$ cat src/rtl/fpu_ss_csr_pkg.sv
// Shared types and constants for the FPU subsystem floating-point CSR block.
package fpu_ss_csr_pkg;

    typedef enum logic [1:0] {
        RW = 2'b00,
        RS = 2'b01,
        RC = 2'b10
    } csr_op_e;

    localparam logic [11:0] CSR_FFLAGS = 12'h001;
    localparam logic [11:0] CSR_FRM    = 12'h002;
    localparam logic [11:0] CSR_FCSR   = 12'h003;

    typedef struct packed {
        logic nv;
        logic dz;
        logic of;
        logic uf;
        logic nx;
    } fflags_t;

    typedef struct packed {
        logic [2:0] frm;
        fflags_t    fflags;
    } fcsr_t;

    typedef enum logic [1:0] {
        IDLE,
        DRAIN,
        RESP
    } fcsr_state_e;

    // Read-modify-write on an LSB-aligned field value; the reserved op leaves it untouched.
    function automatic logic [7:0] csr_apply(input logic [1:0] op,
                                             input logic [7:0] old_val,
                                             input logic [7:0] src);
        logic [7:0] res;
        case (op)
            RW:      res = src;
            RS:      res = old_val | src;
            RC:      res = old_val & ~src;
            default: res = old_val;
        endcase
        return res;
    endfunction

endpackage

$ cat src/rtl/fpu_ss_fcsr_ctrl_outstanding_cnt.sv
// In-flight FPU op counter: issue/retire accounting, saturation at zero and issue throttling.
module fpu_ss_outstanding_cnt #(
    parameter int unsigned NUM_CH          = 2,
    parameter int unsigned MAX_OUTSTANDING = 4
) (
    input  logic                                   clk_i,
    input  logic                                   rst_i,
    input  logic                                   issue_i,
    input  logic                                   hold_i,
    input  logic [NUM_CH-1:0]                      retire_i,
    output logic                                   issue_ready_o,
    output logic [$clog2(MAX_OUTSTANDING+1)-1:0]   count_o
);
    localparam int CNT_W = $clog2(MAX_OUTSTANDING + 1);
    localparam int RET_W = $clog2(NUM_CH + 1);
    localparam int ACC_W = CNT_W + RET_W + 1;

    logic [CNT_W-1:0] count_q, count_d;
    logic [ACC_W-1:0] retire_cnt, incoming;
    logic             underflow;

    assign issue_ready_o = !hold_i && (count_q != CNT_W'(MAX_OUTSTANDING));
    assign count_o       = count_q;

    // NOTE: every always_comb output gets a default first so no path leaves it unassigned (no latch).
    always_comb begin
        retire_cnt = '0;
        for (int c = 0; c < NUM_CH; c++) begin
            retire_cnt = retire_cnt + ACC_W'(retire_i[c]);
        end
        incoming  = ACC_W'(count_q) + ACC_W'(issue_i & issue_ready_o);
        underflow = retire_cnt > incoming;
        count_d   = underflow ? '0 : CNT_W'(incoming - retire_cnt);
    end

    // NOTE: state registers use non-blocking assignment so all flops sample pre-edge values.
    always_ff @(posedge clk_i) begin
        if (rst_i) begin
            count_q <= '0;
        end else begin
            count_q <= count_d;
        end
    end

    always_ff @(posedge clk_i) begin
        if (!rst_i) begin
            underflow_chk: assert (!underflow);
        end
    end

endmodule

$ cat src/rtl/fpu_ss_fcsr_ctrl.sv
// fcsr holder: serves RW/RS/RC CSR requests once the FPU pipeline is drained and
// accumulates sticky exception flags from the retire channels.
module fpu_ss_fcsr_ctrl
    import fpu_ss_csr_pkg::*;
#(
    parameter int unsigned NUM_CH          = 2,
    parameter int unsigned MAX_OUTSTANDING = 4
) (
    input  logic                  clk_i,
    input  logic                  rst_i,
    input  logic                  csr_req_valid_i,
    output logic                  csr_req_ready_o,
    input  logic [1:0]            csr_op_i,
    input  logic [11:0]           csr_addr_i,
    input  logic [31:0]           csr_wdata_i,
    input  logic                  csr_wr_suppress_i,
    input  logic                  csr_rd_nonzero_i,
    output logic                  csr_rsp_valid_o,
    input  logic                  csr_rsp_ready_i,
    output logic [31:0]           csr_rsp_rdata_o,
    output logic                  csr_rsp_wb_o,
    output logic                  csr_rsp_illegal_o,
    input  logic                  fpu_issue_i,
    output logic                  fpu_issue_ready_o,
    input  logic [NUM_CH-1:0]     fpu_retire_i,
    input  logic [NUM_CH*5-1:0]   fpu_status_i,
    output logic [2:0]            frm_o,
    output logic                  frm_invalid_o,
    output logic [4:0]            fflags_o,
    output logic                  busy_o
);
    localparam int CNT_W = $clog2(MAX_OUTSTANDING + 1);

    fcsr_state_e      state_q, state_d;
    fcsr_t            fcsr_q, fcsr_d;
    logic [1:0]       op_q;
    logic [11:0]      addr_q;
    logic [7:0]       wdata_q;
    logic             suppress_q, rd_nz_q;
    logic [7:0]       rdata_q;
    logic             wb_q, illegal_q;

    logic [CNT_W-1:0] count;
    logic             access, illegal, wr_en, req_accept;
    logic [7:0]       old_val, src_val, new_val;
    logic [4:0]       retire_flags;
    logic             unused_wdata;

    // Only the low byte of the operand can ever reach fcsr.
    assign unused_wdata = ^csr_wdata_i[31:8];

    fpu_ss_outstanding_cnt #(
        .NUM_CH         (NUM_CH),
        .MAX_OUTSTANDING(MAX_OUTSTANDING)
    ) u_cnt (
        .clk_i        (clk_i),
        .rst_i        (rst_i),
        .issue_i      (fpu_issue_i),
        .hold_i       (state_q == DRAIN),
        .retire_i     (fpu_retire_i),
        .issue_ready_o(fpu_issue_ready_o),
        .count_o      (count)
    );

    assign req_accept = csr_req_valid_i && csr_req_ready_o;
    assign access     = (state_q == DRAIN) && (count == '0) && !(|fpu_retire_i);
    assign illegal    = !(addr_q inside {CSR_FFLAGS, CSR_FRM, CSR_FCSR}) || (op_q == 2'b11);
    assign wr_en      = access && !illegal && !suppress_q;
    assign new_val    = csr_apply(op_q, old_val, src_val);

    always_comb begin
        old_val = '0;
        src_val = '0;
        case (addr_q)
            CSR_FFLAGS: begin
                old_val = {3'b000, fcsr_q.fflags};
                src_val = {3'b000, wdata_q[4:0]};
            end
            CSR_FRM: begin
                old_val = {5'b00000, fcsr_q.frm};
                src_val = {5'b00000, wdata_q[2:0]};
            end
            CSR_FCSR: begin
                old_val = fcsr_q;
                src_val = wdata_q;
            end
            default: ;
        endcase
    end

    always_comb begin
        retire_flags = '0;
        for (int c = 0; c < NUM_CH; c++) begin
            if (fpu_retire_i[c]) retire_flags = retire_flags | fpu_status_i[c*5 +: 5];
        end
        fcsr_d        = fcsr_q;
        fcsr_d.fflags = fcsr_q.fflags | retire_flags;
        // A CSR write overrides any flag accumulation on the same edge.
        if (wr_en) begin
            case (addr_q)
                CSR_FFLAGS: fcsr_d.fflags = new_val[4:0];
                CSR_FRM:    fcsr_d.frm    = new_val[2:0];
                default:    fcsr_d        = fcsr_t'(new_val);
            endcase
        end
    end

    always_comb begin
        state_d         = state_q;
        csr_req_ready_o = 1'b0;
        case (state_q)
            IDLE: begin
                csr_req_ready_o = 1'b1;
                if (csr_req_valid_i) state_d = DRAIN;
            end
            DRAIN:   if (access) state_d = RESP;
            RESP:    if (csr_rsp_ready_i) state_d = IDLE;
            default: state_d = IDLE;
        endcase
    end

    always_ff @(posedge clk_i) begin
        if (rst_i) begin
            state_q    <= IDLE;
            fcsr_q     <= '0;
            op_q       <= '0;
            addr_q     <= '0;
            wdata_q    <= '0;
            suppress_q <= 1'b0;
            rd_nz_q    <= 1'b0;
            rdata_q    <= '0;
            wb_q       <= 1'b0;
            illegal_q  <= 1'b0;
        end else begin
            state_q <= state_d;
            fcsr_q  <= fcsr_d;
            if (req_accept) begin
                op_q       <= csr_op_i;
                addr_q     <= csr_addr_i;
                wdata_q    <= csr_wdata_i[7:0];
                suppress_q <= csr_wr_suppress_i;
                rd_nz_q    <= csr_rd_nonzero_i;
            end
            if (access) begin
                rdata_q   <= illegal ? 8'h00 : old_val;
                wb_q      <= rd_nz_q && !illegal;
                illegal_q <= illegal;
            end
        end
    end

    always_ff @(posedge clk_i) begin
        if (!rst_i) begin
            flag_write_chk: assert (!(wr_en && |fpu_retire_i));
        end
    end

    assign csr_rsp_valid_o   = (state_q == RESP);
    assign csr_rsp_rdata_o   = {24'h000000, rdata_q};
    assign csr_rsp_wb_o      = wb_q;
    assign csr_rsp_illegal_o = illegal_q;
    assign frm_o             = fcsr_q.frm;
    assign frm_invalid_o     = fcsr_q.frm inside {3'd5, 3'd6, 3'd7};
    assign fflags_o          = fcsr_q.fflags;
    assign busy_o            = (count != '0);

endmodule

$ cat config.mk
export PLATFORM = sky130hd
export DESIGN_NAME = fpu_ss_fcsr_ctrl
export DESIGN_NICKNAME = d
export VERILOG_FILES = /design/src/rtl/fpu_ss_csr_pkg.sv /design/src/rtl/fpu_ss_fcsr_ctrl_outstanding_cnt.sv /design/src/rtl/fpu_ss_fcsr_ctrl.sv
export SDC_FILE = /design/constraint.sdc
export NUM_CORES = 1
export LEC_CHECK = 0
export ABC_CLOCK_PERIOD_IN_PS = 2800
export CORE_MARGIN = 2
export CORE_UTILIZATION = 30
export DETAILED_ROUTE_END_ITERATION = 7
export GPL_ROUTABILITY_DRIVEN = 0
export HOLD_SLACK_MARGIN = 0.12
export PLACE_DENSITY = 0.64
export SLEW_MARGIN = 5
export SYNTH_ARGS = -nofsm -noshare
export SYNTH_HDL_FRONTEND = slang
export SYNTH_SLANG_ARGS = --single-unit
$ cat constraint.sdc
create_clock -name clk_i -period 2.8 [get_ports clk_i]
set_clock_uncertainty 0.15 [all_clocks]
set_input_delay 0.7 -clock clk_i [delete_from_list [all_inputs] [get_ports clk_i]]
set_output_delay 0.7 -clock clk_i [all_outputs]
set_load 0.03 [all_outputs]
Word level (Yosys, flattened, before mapping)
Index checks and enable logic that the tools add are counted.
{"block": "word_totals", "register_bits": 47, "in_bits": 65, "output_inout_bits": 47, "word_cells": 79}
{"block": "classes", "n_addsub": 3, "n_lt_le_gt_ge": 1, "n_eq_ne": 15, "mux": 14, "bitwise_logic": 7, "n_reduce_logical": 23}
{"op": "8-bit one-hot mux with 3 select lines", "count": 3}
{"op": "12-bit by 2-bit equality test with 1-bit output, second input constant", "count": 2}
{"op": "5-bit two-way mux", "count": 4}
{"op": "12-bit by 1-bit equality test with 1-bit output, second input constant", "count": 1}
{"op": "5-bit OR", "count": 2}
{"op": "3-bit equality test, second input constant", "count": 3}
{"op": "3-bit nonzero test", "count": 3}
{"op": "8-bit AND", "count": 1}
{"op": "8-bit two-way mux", "count": 1}
{"op": "8-bit NOT", "count": 1}
{"op": "8-bit OR", "count": 1}
{"op": "1-bit logical AND", "count": 7}
{"op": "2-bit equality test, second input constant", "count": 3}
{"op": "2-bit by 6-bit greater-than comparator with 1-bit output", "count": 1}
{"op": "2-bit two-way mux", "count": 3}
{"op": "2-bit one-hot mux with 3 select lines", "count": 1}
{"op": "3-bit one-hot mux with 2 select lines", "count": 1}
{"op": "1-bit zero test", "count": 5}
{"op": "3-bit by 1-bit adder with 4-bit output", "count": 1}
{"op": "2-bit by 1-bit equality test with 1-bit output, second input constant", "count": 2}
{"op": "2-bit zero test", "count": 2}
{"op": "2-bit != test, second input constant", "count": 2}
{"op": "2-bit OR reduction", "count": 2}
{"op": "3-bit zero test", "count": 1}
{"op": "other kinds (10)", "count": 10}

Depth between registers and ports, before layout
Gate-level depths: netlist (run 1).
{"block": "logic_depth", "depth_word": 8, "ltp_mapped": 11, "ltp_nobuf": 11}

Hierarchy
From an unflattened synthesis (run 1), not the netlist that was laid out.
{"block": "unflattened", "cells_unflattened": 302, "hier_area_um2": 2457.4}
{"module": "fpu_ss_fcsr_ctrl", "n_inst": 1, "cells_per_inst": 276, "area_each_um2": 2195.9, "seq_area_each_um2": 880.8}
{"module": "fpu_ss_outstanding_cnt", "n_inst": 1, "cells_per_inst": 26, "area_each_um2": 261.5, "seq_area_each_um2": 60.1}

Worst setup path after synthesis (run 1)
No wires, ideal clock.
{"block": "synth_timing", "kind": "register to register", "startpoint": "register state_q[0]", "endpoint": "register u_cnt.count_q[2], in the netlist u_cnt.count_o[2]", "setup_time_ns": 0.064, "arrival_time_ns": 2.306, "t_required_ns": 2.586, "slack_ns": 0.280, "stages_incl_launch_ff": 11, "n_path_buf": 0, "synth_period_minus_slack_ns": 2.520, "cell_sequence": "dfxtp_1 -> nor2b_1 -> a21oi_1 -> and2_1 -> ha_1 -> ha_1 -> ha_1 -> a21oi_1 -> a31oi_1 -> a21o_1 -> nor2_1"}
{"block": "synth_between", "elab_chain_len": 7, "elab_cells_between_ends": 8, "classes_between": "2 x add/sub; 1 x order compare; 1 x eq/ne; 1 x bitwise; 3 x reduce/logical"}
{"element": "start, declared", "line": "fpu_ss_fcsr_ctrl.sv:34", "text": "fcsr_state_e state_q, state_d;"}
{"element": "start signal, assigned", "line": "fpu_ss_fcsr_ctrl.sv:135", "text": "state_q <= state_d;"}
{"element": "2-bit by 1-bit equality test with 1-bit output *", "line": "fpu_ss_fcsr_ctrl.sv:59", "text": ".hold_i (state_q == DRAIN),"}
{"element": "1-bit zero test *", "line": "fpu_ss_fcsr_ctrl_outstanding_cnt.sv:22", "text": "assign issue_ready_o = !hold_i && (count_q != CNT_W'(MAX_OUTSTANDING));"}
{"element": "1-bit logical AND *", "line": "fpu_ss_fcsr_ctrl_outstanding_cnt.sv:22"}
{"element": "net fpu_issue_ready_o", "line": "fpu_ss_fcsr_ctrl.sv:24", "text": "output logic fpu_issue_ready_o,"}
{"element": "1-bit AND *", "line": "fpu_ss_fcsr_ctrl_outstanding_cnt.sv:31", "text": "incoming = ACC_W'(count_q) + ACC_W'(issue_i & issue_ready_o);"}
{"element": "3-bit by 1-bit adder with 4-bit output *", "line": "fpu_ss_fcsr_ctrl_outstanding_cnt.sv:31"}
{"element": "2-bit by 6-bit greater-than comparator with 1-bit output", "line": "fpu_ss_fcsr_ctrl_outstanding_cnt.sv:32", "text": "underflow = retire_cnt > incoming;"}
{"element": "2-bit OR reduction (no line)"}
{"element": "end signal, assigned", "line": "fpu_ss_fcsr_ctrl_outstanding_cnt.sv:41", "text": "count_q <= count_d;"}
{"element": "end, declared", "line": "fpu_ss_fcsr_ctrl_outstanding_cnt.sv:18", "text": "logic [CNT_W-1:0] count_q, count_d;"}
Mark *: on every way through the listed nets, which the timed path passes. The rest lies on a longest branch.
A chain may end at the register's enable or synchronous reset.

Final worst setup path (run 1)
{"block": "layout_timing", "startpoint": "register u_cnt.count_q[1], in the netlist u_cnt.count_o[1]", "endpoint": "output port fpu_issue_ready_o"}
{"block": "layout_between", "elab_chain_len": 2}
{"element": "3-bit != test", "line": "fpu_ss_fcsr_ctrl_outstanding_cnt.sv:22"}
{"element": "1-bit logical AND", "line": "fpu_ss_fcsr_ctrl_outstanding_cnt.sv:22"}
{"element": "end, declared", "line": "fpu_ss_fcsr_ctrl.sv:24"}
No other way between the ends.

==> results.json, run 1 <==
{
  "via_count": 2275,
  "grt_max_degree": 34,
  "dp_hpwl_um": 4760,
  "mostFrequentLayoutCells": "clkdlybuf4s50_1, nand2_1, dfxtp_1",
  "swShare_pct": 31.6,
  "period_minus_slack_ps": 2520,
  "seq_power_share_pct": 40.3,
  "drt_iter0_drc": 129,
  "cts_inserted_buffers": 5,
  "crit_type": "reg2out",
  "area_delta_synth_final_pct": 33.6,
  "synth_async_sr_flop_share_pct": 0,
  "path_delay_family": "buffers and inverters",
  "clock_path_buffers": 2,
  "max_freq_mhz": 398,
  "setup_tns_ps": 0,
  "holdCritStartpoint": "rdata_q[5]",
  "drive_above_1_share_pct": 9.28,
  "setup_ws_ps": 285,
  "crit_buf_inv": 1,
  "setup_viol": 0,
  "final_antenna_net_count": 0,
  "slew_headroom_pct": 68.1,
  "port_buffers": 63,
  "final_nets": 450,
  "final_common_cell": "clkdlybuf4s50_1",
  "cts_setup_buffers": 0,
  "critPathLaunchType": "flop",
  "crit_chain": "nor2_1 -> a21oi_1 -> clkdlybuf4s50_1",
  "worstPathArrival_ps": 1670,
  "crit_path_max_fanout": 5,
  "io_pins": 112,
  "vdd_drop_max_uv": 265,
  "leakage_nw": 1.29,
  "clk_pin_slew_ps": 90,
  "startpoint": "u_cnt.count_o[1]",
  "cts.sinks": 47,
  "comb_power_share_pct": 30.0,
  "status": "finished clean",
  "dr.pass1.iters": 4,
  "cp-end-kind": "output port",
  "floorplan.initialDensity_pct": 30.8,
  "cpPeakStageDelay_ps": 700,
  "grt_usage_pct": 13.2,
  "switching_power_uw": 616,
  "overflow": 0,
  "hold_path.class": "reg2reg",
  "die_area_um2": 9130,
  "antenna_found_initial": 0,
  "finalWirelength_um": 6060,
  "avgViaCountPerCell": 4.72,
  "required_ps": 1950,
  "drcViolationCount": 0,
  "die_w_um": 95.6,
  "grt_pass1_wl_um": 9520,
  "maxCapViolations": 0,
  "post_cts_resized": 0,
  "ys_types": 47,
  "core-area_um2": 8180,
  "slowest_stage": "clkdlybuf4s50_1",
  "hold_buffers": 0,
  "total_power_mw": 1.95,
  "r2r_setup_slack_ps": 470,
  "htree_levels": 2,
  "synthCells": 308,
  "synth_seq_cells": 47,
  "diodes": 0,
  "grt_pass1_vias": 2062,
  "routedWlPerCell_um": 12.6,
  "worst_pin_slew_ps": 466,
  "p_int_mw": 1.34,
  "cts_root_buffer": "clkbuf_8",
  "cts_tree": "built",
  "dp_slack_ps": 7.37,
  "ys_warn_count": 0,
  "rr_startpoint": "state_q[0]",
  "finalCritPeriodShare_pct": 89.8,
  "final-hold-violation-count": 0,
  "syn_area_um2": 2510,
  "synth-seq-area-share_pct": 37.4,
  "insertion_delay_ps": 300,
  "power_density_nw_per_um2": 581,
  "ys.flop_type": "dfxtp_1",
  "synth_edf_count": 0,
  "fp-row-count": 33,
  "final_max_slew_viol_count": 0,
  "die_y_um": 95.6,
  "syn_avg_cell_area_um2": 8.17,
  "power.share.clock_pct": 29.7,
  "rsz0062_at_grt": "false"
}
-- worst paths after layout --
path | to | depth (start not counted)
worst max-delay path | fpu_issue_ready_o | 3
worst min register to register | rdata_q[5] | 2
worst max register to register | u_cnt.count_o[2] | 10
worst min-delay path | rdata_q[5] | 2
-- tightest hold or removal path, stage by stage, from the launching register on --
cell and delay (ps):
dfxtp_1 320, nand2_1 50, a21oi_1 50
-- routing by layer --
layer | up-vias | part of all wire, % | GRT usage, %
li1 | 1158 | - | -
met1 | 1043 | 46 | 17.3
met2 | 72 | 46 | 22.3
met3 | 2 | 6.9 | 3.16
met4 | 0 | 0.46 | 2.14
met5 | - | 0 | 0
-- final cells by class --
cell class              count  area, um2
fillers                   835       4810
multi-input cells         232       1360
flip-flops and latches     47        941
repair buffers             80        758
well taps                 105        131
clock buffers               5       68.8
clock inverters             3       67.6
inverters                  10       37.5
-- power groups by stage --
stage          clock network [mW]  registers, mW  logic [mW]
2_1_floorplan                   0          0.793       0.411
3_3_place_gp                    0          0.799       0.579
3_5_place_dp                    0          0.803       0.586
4_1_cts                     0.596          0.786       0.589
5_1_grt                     0.625          0.795       0.647
6_report                    0.581          0.787       0.585
-- synthesized netlist by cell type (2+ instances only) --
| library cell | n | area [um2] |
|---|---|---|
| ha_1 | 8 | 100 |
| clkbuf_1 | 12 | 45.0 |
| nor2_1 | 22 | 82.6 |
| a221o_1 | 5 | 50.1 |
| mux2i_1 | 2 | 20.0 |
| inv_1 | 10 | 37.5 |
| nor2b_1 | 5 | 31.3 |
| a31oi_1 | 4 | 25.0 |
| and3_2 | 2 | 15.0 |
| and2_1 | 5 | 31.3 |
| a211oi_1 | 2 | 15.0 |
| buf_2 | 3 | 15.0 |
| nor4_4 | 2 | 42.5 |
| o21a_1 | 2 | 15.0 |
| a41oi_1 | 5 | 43.8 |
| nand2b_1 | 4 | 25.0 |
| nand3_1 | 3 | 15.0 |
| nand2_1 | 58 | 218 |
| dfxtp_1 | 47 | 941 |
| a22o_1 | 3 | 26.3 |
| nand4_1 | 4 | 25.0 |
| o21ai_1 | 3 | 15.0 |
| buf_6 | 2 | 22.5 |
| buf_4 | 24 | 180 |
| a22oi_1 | 7 | 52.6 |
| a21oi_1 | 38 | 190 |
| a2111oi_0 | 2 | 17.5 |
| o21ai_0 | 5 | 25.0 |
-- sequential cells by signal, indices dropped and copies added (netlist names) --
name and count:
op_q 2, suppress_q 1, csr_rsp_illegal_o 1, csr_rsp_wb_o 1, fflags_o 5, wdata_q 8, frm_o 3, state_q 2
rd_nz_q 1, u_cnt.count_o 3, addr_q 12, rdata_q 8
-- kinds of logic after synthesis --
| family | after synthesis | share of synthesized area (%) |
|---|---|---|
| muxes | 2 | 0.796 |
| AOI/OAI and AO/OA | 83 | 22.3 |
| and+or+nand+nor | 112 | 21.8 |
| adders and majority gates | 9 | 4.78 |
| other | 1 | 0.149 |
| DFF | 47 | 37.4 |
| buffers and inverters | 52 | 12.1 |
| xor gates and xnor gates | 2 | 0.697 |
-- stage by stage --
step / cells / hold slack (ps) / utilization, % / cell area (um2)
floorplan: 331 / 286 / - / 2600
global placement: 474 / 294 / 39.4 / 3220
detailed placement: 474 / 298 / 39.4 / 3220
CTS: 482 / 310 / 41.1 / 3360
global route: 482 / 332 / 41.1 / 3360
finish: 482 / 308 / 41.1 / 3360
Note: power is estimated with default switching activity, not from simulation.
==> run 2: changes to the inputs <==
Settings changed: HOLD_SLACK_MARGIN 0.12 to 0.03.
==> results of run 2 <==
Same layout as run 1: the final DEF is identical, and so are final timing and power.
==> run 3: changes to the inputs <==
Settings changed: CAP_MARGIN from default to 25, CORE_MARGIN 2 to default.
==> results.json, run 3 (synthesized netlist as in run 1, its figures left out) <==
{
  "die_w_um": 93.6,
  "final_common_cell": "clkdlybuf4s50_1",
  "grt_pass1_vias": 2154,
  "wl_met1_um": 2710,
  "max_freq_mhz": 394,
  "antenna_found_initial": 0,
  "power_density_nw_per_um2": 543,
  "worst_pin_slew_ps": 733,
  "dr.pass1.iters": 5,
  "utilization_pct": 40.6,
  "crit_chain": "clkdlybuf4s50_1 -> inv_1 -> ha_1 -> nor4b_2 -> buf_4 -> and3_1 -> buf_4 -> and4bb_2 -> a31oi_1 -> o21ai_1",
  "dp_hpwl_um": 4780,
  "required_ps": 2820,
  "status": "finished clean",
  "avgViaCountPerCell": 4.66,
  "switching_power_uw": 597,
  "comb_power_share_pct": 32.1,
  "cp-end-kind": "flop",
  "final-hold-violation-count": 0,
  "crit_type": "in2reg",
  "critPathLaunchType": "input pin",
  "drt_iter0_drc": 93,
  "die_area_um2": 8750,
  "final_max_slew_viol_count": 0,
  "clock_path_buffers": 2,
  "setup_viol": 0,
  "path_delay_family": "buffers and inverters",
  "die_y_um": 93.6,
  "worstPathArrival_ps": 2560,
  "cts_tree": "built",
  "largest_reg_flops": 12,
  "hold_path.class": "reg2reg",
  "finalWirelength_um": 6030,
  "leakage_nw": 1.27,
  "routedWlPerCell_um": 12.5,
  "final_nets": 449,
  "maxCapViolations": 0,
  "slew_headroom_pct": 51.0,
  "post_cts_resized": 0,
  "via_count": 2241,
  "cts_inserted_buffers": 5,
  "power.share.clock_pct": 24.0,
  "clk_pin_slew_ps": 80,
  "core-area_um2": 8180,
  "cts.sinks": 47,
  "total_power_mw": 1.80,
  "top_register": "addr_q",
  "cts_root_buffer": "clkbuf_8",
  "crit_path_max_fanout": 4,
  "rsz0062_at_grt": "false",
  "port_buffers": 63,
  "crit_buf_inv": 4,
  "grt_usage_pct": 14.2,
  "grt_max_degree": 30,
  "insertion_delay_ps": 290,
  "cpPeakStageDelay_ps": 480,
  "floorplan.initialDensity_pct": 30.8,
  "slowest_stage": "clkdlybuf4s50_1",
  "finalCritPeriodShare_pct": 90.7,
  "cts_setup_buffers": 0,
  "highest_layer": "met3",
  "route.met3.wl_um": 404,
  "io_pins": 112,
  "wl_met2_um": 2920,
  "seq_power_share_pct": 43.8,
  "vdd_drop_max_uv": 251,
  "drive_above_1_share_pct": 8.78,
  "period_minus_slack_ps": 2540,
  "hold_buffers": 0,
  "largestRegisters": "addr_q (12), rdata_q (8), wdata_q (8)",
  "area_delta_synth_final_pct": 31.9,
  "fp-row-count": 33,
  "grt_pass1_wl_um": 9800,
  "diodes": 0,
  "p_int_mw": 1.20,
  "mostFrequentLayoutCells": "clkdlybuf4s50_1, nand2_1, dfxtp_1",
  "cp_common_cell": "buf_4",
  "overflow": 0,
  "final_antenna_net_count": 0,
  "swShare_pct": 33.2,
  "drcViolationCount": 0,
  "htree_levels": 2
}
[run 3: metal layers]
metal / up-vias / track usage [%]
met3: 0 / 3.25
met4: 0 / 2.44
met1: 1010 / 18.0
met5: - / 0
met2: 79 / 24.6
li1: 1152 / -
[run 3: power by group through the flow]
stage | Clock, mW | Sequential [mW] | Combinational [mW]
after floorplan | 0 | 0.793 | 0.411
after global placement | 0 | 0.799 | 0.575
after detailed placement | 0 | 0.805 | 0.579
after CTS | 0.443 | 0.789 | 0.585
after global routing | 0.474 | 0.799 | 0.639
final | 0.432 | 0.789 | 0.578
[run 3: cell type report]
type,instances,area [um2]
Fill cell,837,4860
Multi-Input combinational cell,232,1360
Inverter,10,37.5
Sequential cell,47,941
Tap cell,105,131
Timing Repair Buffer,79,751
Clock buffer,8,100
[run 3: final timing paths]
kind                                      start                to  cells after the start  slack (ps)
worst min-delay path                 rdata_q[3]        rdata_q[3]                      2         300
worst min register to register       rdata_q[3]        rdata_q[3]                      2         300
worst max register to register       state_q[0]  u_cnt.count_o[2]                     10         460
worst max-delay path            fpu_retire_i[0]          frm_o[1]                     10         260
[run 3: metrics by stage]
step | setup TNS [ps] | cells | area (um2) | hold slack [ps] | setup WS, ps
floorplan | 0 | 331 | 2600 | 286 | 280
global placement | 0 | 473 | 3220 | 296 | 23.6
detailed placement | -33.6 | 473 | 3220 | 300 | -13.5
CTS | 0 | 481 | 3320 | 312 | 257
global route | 0 | 481 | 3320 | 327 | 147
finish | 0 | 481 | 3320 | 304 | 259
[run 3: tightest hold or removal path: cells and delay by family, from the launching register on]
family             cells  cell delay (ps)
and+or+nand+nor        1               50
AOI/OAI and AO/OA      1               50
DFF                    1              310
